[src/rtl/bp_be_fe_queue_skid_pkg.sv]
// Package for the FE->BE queue skid buffer.
//  - bp_params_e          : processor configuration selector
//  - bp_fe_queue_s        : FE queue packet (pc, instr, partial, branch_metadata_fwd, msg_type)
//  - bp_be_fe_skid_state_e: skid buffer occupancy state (empty/one/two)
//  - bp_fe_queue_width()  : FE queue packet width for a given configuration
//  - skid_occupancy()     : number of packets held in a given skid state
package bp_be_fe_queue_skid_pkg;

  typedef enum logic [1:0] {
    e_bp_default_cfg = 2'd0,
    e_bp_unicore_cfg = 2'd1
  } bp_params_e;

  localparam int vaddr_width_gp               = 39;
  localparam int instr_width_gp               = 32;
  localparam int branch_metadata_fwd_width_gp = 40;

  typedef struct packed {
    logic [1:0]                              msg_type;
    logic [vaddr_width_gp-1:0]               pc;
    logic [instr_width_gp-1:0]               instr;
    logic                                    partial;
    logic [branch_metadata_fwd_width_gp-1:0] branch_metadata_fwd;
  } bp_fe_queue_s;

  // Encoding equals the number of held packets.
  typedef enum logic [1:0] {
    e_skid_empty = 2'd0,
    e_skid_one   = 2'd1,
    e_skid_two   = 2'd2
  } bp_be_fe_skid_state_e;

  // Every supported configuration shares the same FE queue packet format.
  function automatic int bp_fe_queue_width(bp_params_e cfg);
    if (cfg inside {e_bp_default_cfg, e_bp_unicore_cfg})
      return $bits(bp_fe_queue_s);
    else
      return $bits(bp_fe_queue_s);
  endfunction

  function automatic logic [1:0] skid_occupancy(bp_be_fe_skid_state_e s);
    case (s)
      e_skid_one: return 2'd1;
      e_skid_two: return 2'd2;
      default:    return 2'd0;
    endcase
  endfunction

endpackage

[src/rtl/bp_be_fe_queue_skid_sat_ctr.sv]
// Saturating up-counter used for the skid buffer perf counters.
//  clk_i      in  clock
//  reset_n_i  in  asynchronous reset, active low (clears the count)
//  incr_i     in  amount to add this cycle (0..3)
//  count_o    out current count, sticks at all-ones
module bp_be_fe_skid_sat_ctr #(
  parameter int width_p = 32
) (
  input  logic               clk_i,
  input  logic               reset_n_i,
  input  logic [1:0]         incr_i,
  output logic [width_p-1:0] count_o
);

  logic [width_p-1:0] count_r;
  logic [width_p:0]   sum;

  // One extra bit catches the carry out that triggers saturation.
  assign sum = {1'b0, count_r} + {{(width_p-1){1'b0}}, incr_i};

  always_ff @(posedge clk_i or negedge reset_n_i) begin
    if (!reset_n_i)        count_r <= '0;
    else if (sum[width_p]) count_r <= '1;
    else                   count_r <= sum[width_p-1:0];
  end

  assign count_o = count_r;

endmodule

[src/rtl/bp_be_fe_queue_skid.sv]
// Two-entry registered skid buffer between the FE queue and the BE issue queue.
// Breaks the combinational ready path: fe_queue_ready_and_o comes from a flop,
// so issue-queue full/suppress logic never reaches FE. One cycle latency, no
// bypass, strict FIFO order, payload untouched. clr_v_i drops everything held
// plus any packet accepted in the same cycle; a deq in that cycle completes.
//
// Ports
//  clk_i, reset_n_i          clock, async active-low reset
//  clr_v_i                   synchronous flush
//  fe_queue_i / _v_i         packet in from FE, valid
//  fe_queue_ready_and_o      skid can accept (registered)
//  fe_queue_o / _v_o         head packet to issue queue, valid
//  fe_queue_ready_and_i      issue queue accepts
//  stall_cnt_o, flush_cnt_o  perf counters, live only with BP_BE_FE_SKID_PERF_EN
//
// Optional feature macro: BP_BE_FE_SKID_PERF_EN (saturating perf counters;
// when undefined the counter ports are tied to zero).
module bp_be_fe_queue_skid
  import bp_be_fe_queue_skid_pkg::*;
#(
  parameter bp_params_e bp_params_p = e_bp_default_cfg,
  parameter int         ctr_width_p = 32,
  localparam int        fe_queue_width_lp = bp_fe_queue_width(bp_params_p)
) (
  input  logic                         clk_i,
  input  logic                         reset_n_i,
  input  logic                         clr_v_i,

  input  logic [fe_queue_width_lp-1:0] fe_queue_i,
  input  logic                         fe_queue_v_i,
  output logic                         fe_queue_ready_and_o,

  output logic [fe_queue_width_lp-1:0] fe_queue_o,
  output logic                         fe_queue_v_o,
  input  logic                         fe_queue_ready_and_i,

  output logic [ctr_width_p-1:0]       stall_cnt_o,
  output logic [ctr_width_p-1:0]       flush_cnt_o
);

  bp_fe_queue_s fe_queue_cast_i, fe_queue_cast_o;
  assign fe_queue_cast_i = fe_queue_i;

  bp_be_fe_skid_state_e state_r, state_n;
  logic                 head_r, tail_r, head_n, tail_n;
  // Registered copies of (state != two) and (state != empty); ready_r is also
  // held low while reset is asserted.
  logic                 ready_r, v_r;
  logic                 enq, deq;

  bp_fe_queue_s mem_r [2];

  assign enq = fe_queue_v_i & ready_r;
  assign deq = v_r & fe_queue_ready_and_i;

  always_comb begin
    state_n = state_r;
    head_n  = head_r ^ deq;
    tail_n  = tail_r ^ enq;
    unique case (state_r)
      e_skid_empty: if (enq) state_n = e_skid_one;
      e_skid_one: begin
        if (enq & ~deq)      state_n = e_skid_two;
        else if (deq & ~enq) state_n = e_skid_empty;
      end
      // enq cannot happen here: ready_r is low in two.
      e_skid_two:   if (deq) state_n = e_skid_one;
      default:      state_n = e_skid_empty;
    endcase
    if (clr_v_i) begin
      state_n = e_skid_empty;
      head_n  = 1'b0;
      tail_n  = 1'b0;
    end
  end

  always_ff @(posedge clk_i or negedge reset_n_i) begin
    if (!reset_n_i) begin
      state_r <= e_skid_empty;
      head_r  <= 1'b0;
      tail_r  <= 1'b0;
      ready_r <= 1'b0;
      v_r     <= 1'b0;
    end else begin
      state_r <= state_n;
      head_r  <= head_n;
      tail_r  <= tail_n;
      ready_r <= (state_n != e_skid_two);
      v_r     <= (state_n != e_skid_empty);
    end
  end

  // Payload storage has no reset; it is only observed while v_r is set.
  always_ff @(posedge clk_i) begin
    if (enq & ~clr_v_i) mem_r[tail_r] <= fe_queue_cast_i;
  end

  assign fe_queue_cast_o      = mem_r[head_r];
  assign fe_queue_o           = fe_queue_cast_o;
  assign fe_queue_v_o         = v_r;
  assign fe_queue_ready_and_o = ready_r;

`ifdef BP_BE_FE_SKID_PERF_EN
  logic [1:0] stall_incr, flush_incr;

  assign stall_incr = {1'b0, fe_queue_v_i & ~ready_r};
  // Packets lost to a flush: held ones, minus the one leaving, plus the one arriving.
  assign flush_incr = clr_v_i
                    ? (skid_occupancy(state_r) - {1'b0, deq} + {1'b0, enq})
                    : 2'b00;

  bp_be_fe_skid_sat_ctr #(.width_p(ctr_width_p)) stall_ctr (
    .clk_i    (clk_i),
    .reset_n_i(reset_n_i),
    .incr_i   (stall_incr),
    .count_o  (stall_cnt_o)
  );

  bp_be_fe_skid_sat_ctr #(.width_p(ctr_width_p)) flush_ctr (
    .clk_i    (clk_i),
    .reset_n_i(reset_n_i),
    .incr_i   (flush_incr),
    .count_o  (flush_cnt_o)
  );
`else
  assign stall_cnt_o = '0;
  assign flush_cnt_o = '0;
`endif

endmodule

[config.mk]
export PLATFORM = sky130hd
export DESIGN_NAME = bp_be_fe_queue_skid
export DESIGN_NICKNAME = d
export VERILOG_FILES = /design/src/rtl/bp_be_fe_queue_skid_pkg.sv /design/src/rtl/bp_be_fe_queue_skid_sat_ctr.sv /design/src/rtl/bp_be_fe_queue_skid.sv
export SDC_FILE = /design/constraint.sdc
export NUM_CORES = 1
export LEC_CHECK = 0
export CORE_MARGIN = 3
export CORE_UTILIZATION = 38
export DETAILED_ROUTE_END_ITERATION = 6
export PLACE_DENSITY = 0.79
export SLEW_MARGIN = 30
export SYNTH_ARGS = -nofsm -noshare
export SYNTH_HDL_FRONTEND = slang
export SYNTH_HIERARCHICAL = 1
export SYNTH_SLANG_ARGS = --single-unit
[constraint.sdc]
create_clock -name clk_i -period 19.85 [get_ports clk_i]
set_input_delay 3.97 -clock clk_i [delete_from_list [all_inputs] [get_ports clk_i]]
set_output_delay 3.97 -clock clk_i [all_outputs]
set_load 0.01 [all_outputs]
==> results.txt <==
- IR analysis of the VDD net gives a maximum drop of 0.0934 mV.
* Ratio of final minimum period to clock period: 36.1%
- Busiest grt layer: met2
- Via count of the first global-routing pass: 4,852
- The synthesized design spends more area on one cell type than any other, namely sky130_fd_sc_hd__edfxtp_1.
- Wire length after detailed routing: 18,400 um
- Counting flops and latches in the post-synthesis netlist gives 234.
* Final antenna-violating net count: 0
- Maximum fanout along the worst path: 67
- Entering global routing, the biggest net connects 79 pins.
- Util after Layout: 53.0%
* Cell area after technology mapping: 0.00900 sq mm
- In this run the mean area of a mapped cell was 20.2 sq um.
- Initial antenna violation count: 3
* Number of gates resized after CTS: 0
- Most used DFF post-synth: sky130_fd_sc_hd__edfxtp_1
- Proportion of layout cells with a drive suffix above 1: 20.1%
* Pleak: 4.15 nW
* Worst Hold Path Cells: 1
* Chip Height: 160 um
* Max-slew violation count: 0
* Syn-to-layout area delta: 35.3%
- Met1 track demand over resource in global routing: 16.0%
- Endpoint kind of the worst setup timing path: primary output
* Cell area power density: 93.1 mW/mm^2
- Routed wire per std cell: 17.9 um
- Wire length of the first global-routing pass: 27,300 um
- Number of core rows: 55
- Number of post-CTS setup repair buffers: 0
- Skew-Pair Late Insertion Delay: 0.50 ns
- Tmin final: 7.17 ns
* Number of remaining DRC errors: 0
- Count of input and output buffers: 234
* Share of the yosys chip area belonging to registers: 77.7%
- Number of nets in the finished design: 817
- Fin Setup TNS: 0 ns
- Total placed instance area: 0.0114 sq mm
* Endpoints failing hold: 0
- The tool flagged a number of max-cap violations equal to 0.
- CTS Sinks: 234
- Number of distinct library cell variants in the gate-level netlist after synthesis: 22
- The synthesized design devotes to its leading area cell type 76.0% of total area.
- From left edge to right edge, the die measures 160 um.
- For the pin with the worst max-slew slack, the measured transition is 0.891 ns.
- Largest clock skew in the final design: 0.00664 ns
- Element type at the critical path start: flip-flop
- The worst register-to-register path has a depth of 3.
- Level count of the clock H-tree: 1
- Arr. time, crit path: 3.20 ns
* Worst Setup Path Type: flip-flop to primary output
- For this design the top-level I/O count stands at 299.
* Post-route cell area: 0.0122 sq mm
- For met3 alone, demand over resource in global routing was 4.98%.
* Floorplan core area: 0.0230 sq mm
* Synth warn: 6
- Iteration-0 DRC count of the detailed router: 223
- Number of buffers created by CTS: 25
- TritonCTS built the clock tree.
- Routed vias: 4,607
- At the end of routability-driven placement, the weighted congestion stood at 0.729.
- Post-synth ARST share: 2.56%
- Half-perimeter wire length after detailed placement: 12,400 um
- RSZ-0062 raised after global routing: no
- Based on the critical path, the design can be clocked at up to 139 MHz.
- Number of failing setup endpoints in the final timing report: 0
- Max-Slew Margin vs Limit: 40.6%
* Cell at the root of the clock tree: sky130_fd_sc_hd__clkbuf_16
- All-Layer GR Usage: 13.7%
- Clock-pin slew was measured on the worst setup and hold paths at 0.06 ns.
- The tightest min-delay check is of the flip-flop to flip-flop type.
- By count the netlist is led by sky130_fd_sc_hd__edfxtp_1 (228), sky130_fd_sc_hd__mux2_2 (104), sky130_fd_sc_hd__buf_4 (64), sky130_fd_sc_hd__mux2_1 (10).
* Number of vias per cell: 4.48
* Most common cell in the netlist: sky130_fd_sc_hd__edfxtp_1
* Number of buffers between clock root and the deepest sink: 3
- Die area: 0.0256 sq mm
* Run status: finished clean
* FILL cells: 1,857
- Initial core utilization: 39.2%
* Aggregate global routing overflow: 0
* Number of enable-type register cells in the synthesized netlist: 228
* Post-synthesis instance total: 446
* Largest cells by area after synthesis: sky130_fd_sc_hd__edfxtp_1 (76%), sky130_fd_sc_hd__mux2_2 (13%), sky130_fd_sc_hd__buf_4 (5.3%)
* Hold Buf Count CTS: 0
* Met2 demand-to-capacity share in global routing: 23.6%
- At the worst endpoint, the required time is 15.88 ns.
- Total iterations of the first detailed-routing run: 4
==> critical path, cell delays in order (launching register included) <==
cell	delay (ns)
sky130_fd_sc_hd__dfrtp_4	0.87
sky130_fd_sc_hd__buf_4	0.79
sky130_fd_sc_hd__mux2_2	0.42
sky130_fd_sc_hd__clkdlybuf4s50_1	0.51
==> cells by family (layout without fill, tap and decap cells) <==
family                    after synthesis  after routing  synth area share (%)
DFF                                   234            234                  77.7
muxes                                 114            114                  14.3
buffers and inverters                  79            285                  6.64
and+or+nand+nor                        12             12                 0.736
AOI/OAI and AO/OA                       4              4                 0.417
xor gates and xnor gates                2              2                 0.195
other                                   1             65                0.0416
==> report_power, final <==
part	switching [W]	leakage [nW]	total [W]	internal [W]
Clock	0.000175	0.359	0.000419	0.000244
Sequential	0.00000916	2.16	0.000577	0.000568
Combinational	0.0000583	1.62	0.000137	0.0000792
Total	0.000243	4.15	0.00113	0.000891
==> routing by layer <==
layer | part of all wire, % | routed length [um]
met4 | 3.2 | 592
met1 | 38 | 7070
met3 | 9.4 | 1730
met5 | 0.15 | 27
met2 | 49 | 8990
==> registers in the layout, indices dropped and copies added, names as in the netlist <==
name,cells
mem_r,228
state_r,2
fe_queue_ready_and_o,1
fe_queue_v_o,1
head_r,1
tail_r,1
==> path summary, 6_finish.rpt <==
kind / startpoint / to / slack, ns
worst min-delay path: state_r[0] / fe_queue_v_o / 0.53
worst max-delay path: head_r / fe_queue_o[3] / 12.68
worst max register to register: fe_queue_ready_and_o / mem_r[1][78] / 17.94
max in group asynchronous: reset_n_i / head_r / 15.88
worst min register to register: state_r[0] / fe_queue_v_o / 0.53
min in group asynchronous: reset_n_i / fe_queue_ready_and_o / 3.71
==> cells in the final DEF (no fill, tap or decap), drive strengths merged, types with 2 or more instances in the layout <==
cell           instances
buf                    6
clkbuf                31
clkdlybuf4s50        234
clkinv                10
conb                  64
dfrtp                  6
edfxtp               228
inv                    3
mux2                 114
nand2                  2
nor2                   3
nor3b                  2
xor2                   2
==> per-stage QoR <==
stage | hold WS, ns | instances | power, W | setup WS (ns)
after floorplan | 0.451 | 509 | 0.000661 | 6.68
after global placement | 0.495 | 984 | 0.000724 | 13.17
after detailed placement | 0.512 | 984 | 0.000726 | 13.17
after CTS | 0.526 | 1028 | 0.00115 | 12.62
after global routing | 0.548 | 1029 | 0.00118 | 12.52
final | 0.529 | 1029 | 0.00113 | 12.68
==> cell type report <==
type | count | area, sq um | share of cell area [%]
inverter | 1 | 3.75 | 0.0308
clock buffer | 31 | 648 | 5.32
sequential | 234 | 7000 | 57.5
tap | 313 | 392 | 3.21
antenna | 1 | 2.50 | 0.0205
multi-input combinational | 196 | 1660 | 13.6
clock inverter | 13 | 91.3 | 0.750
timing repair buffer | 240 | 2390 | 19.6
Note: power is estimated with default switching activity, not from simulation.
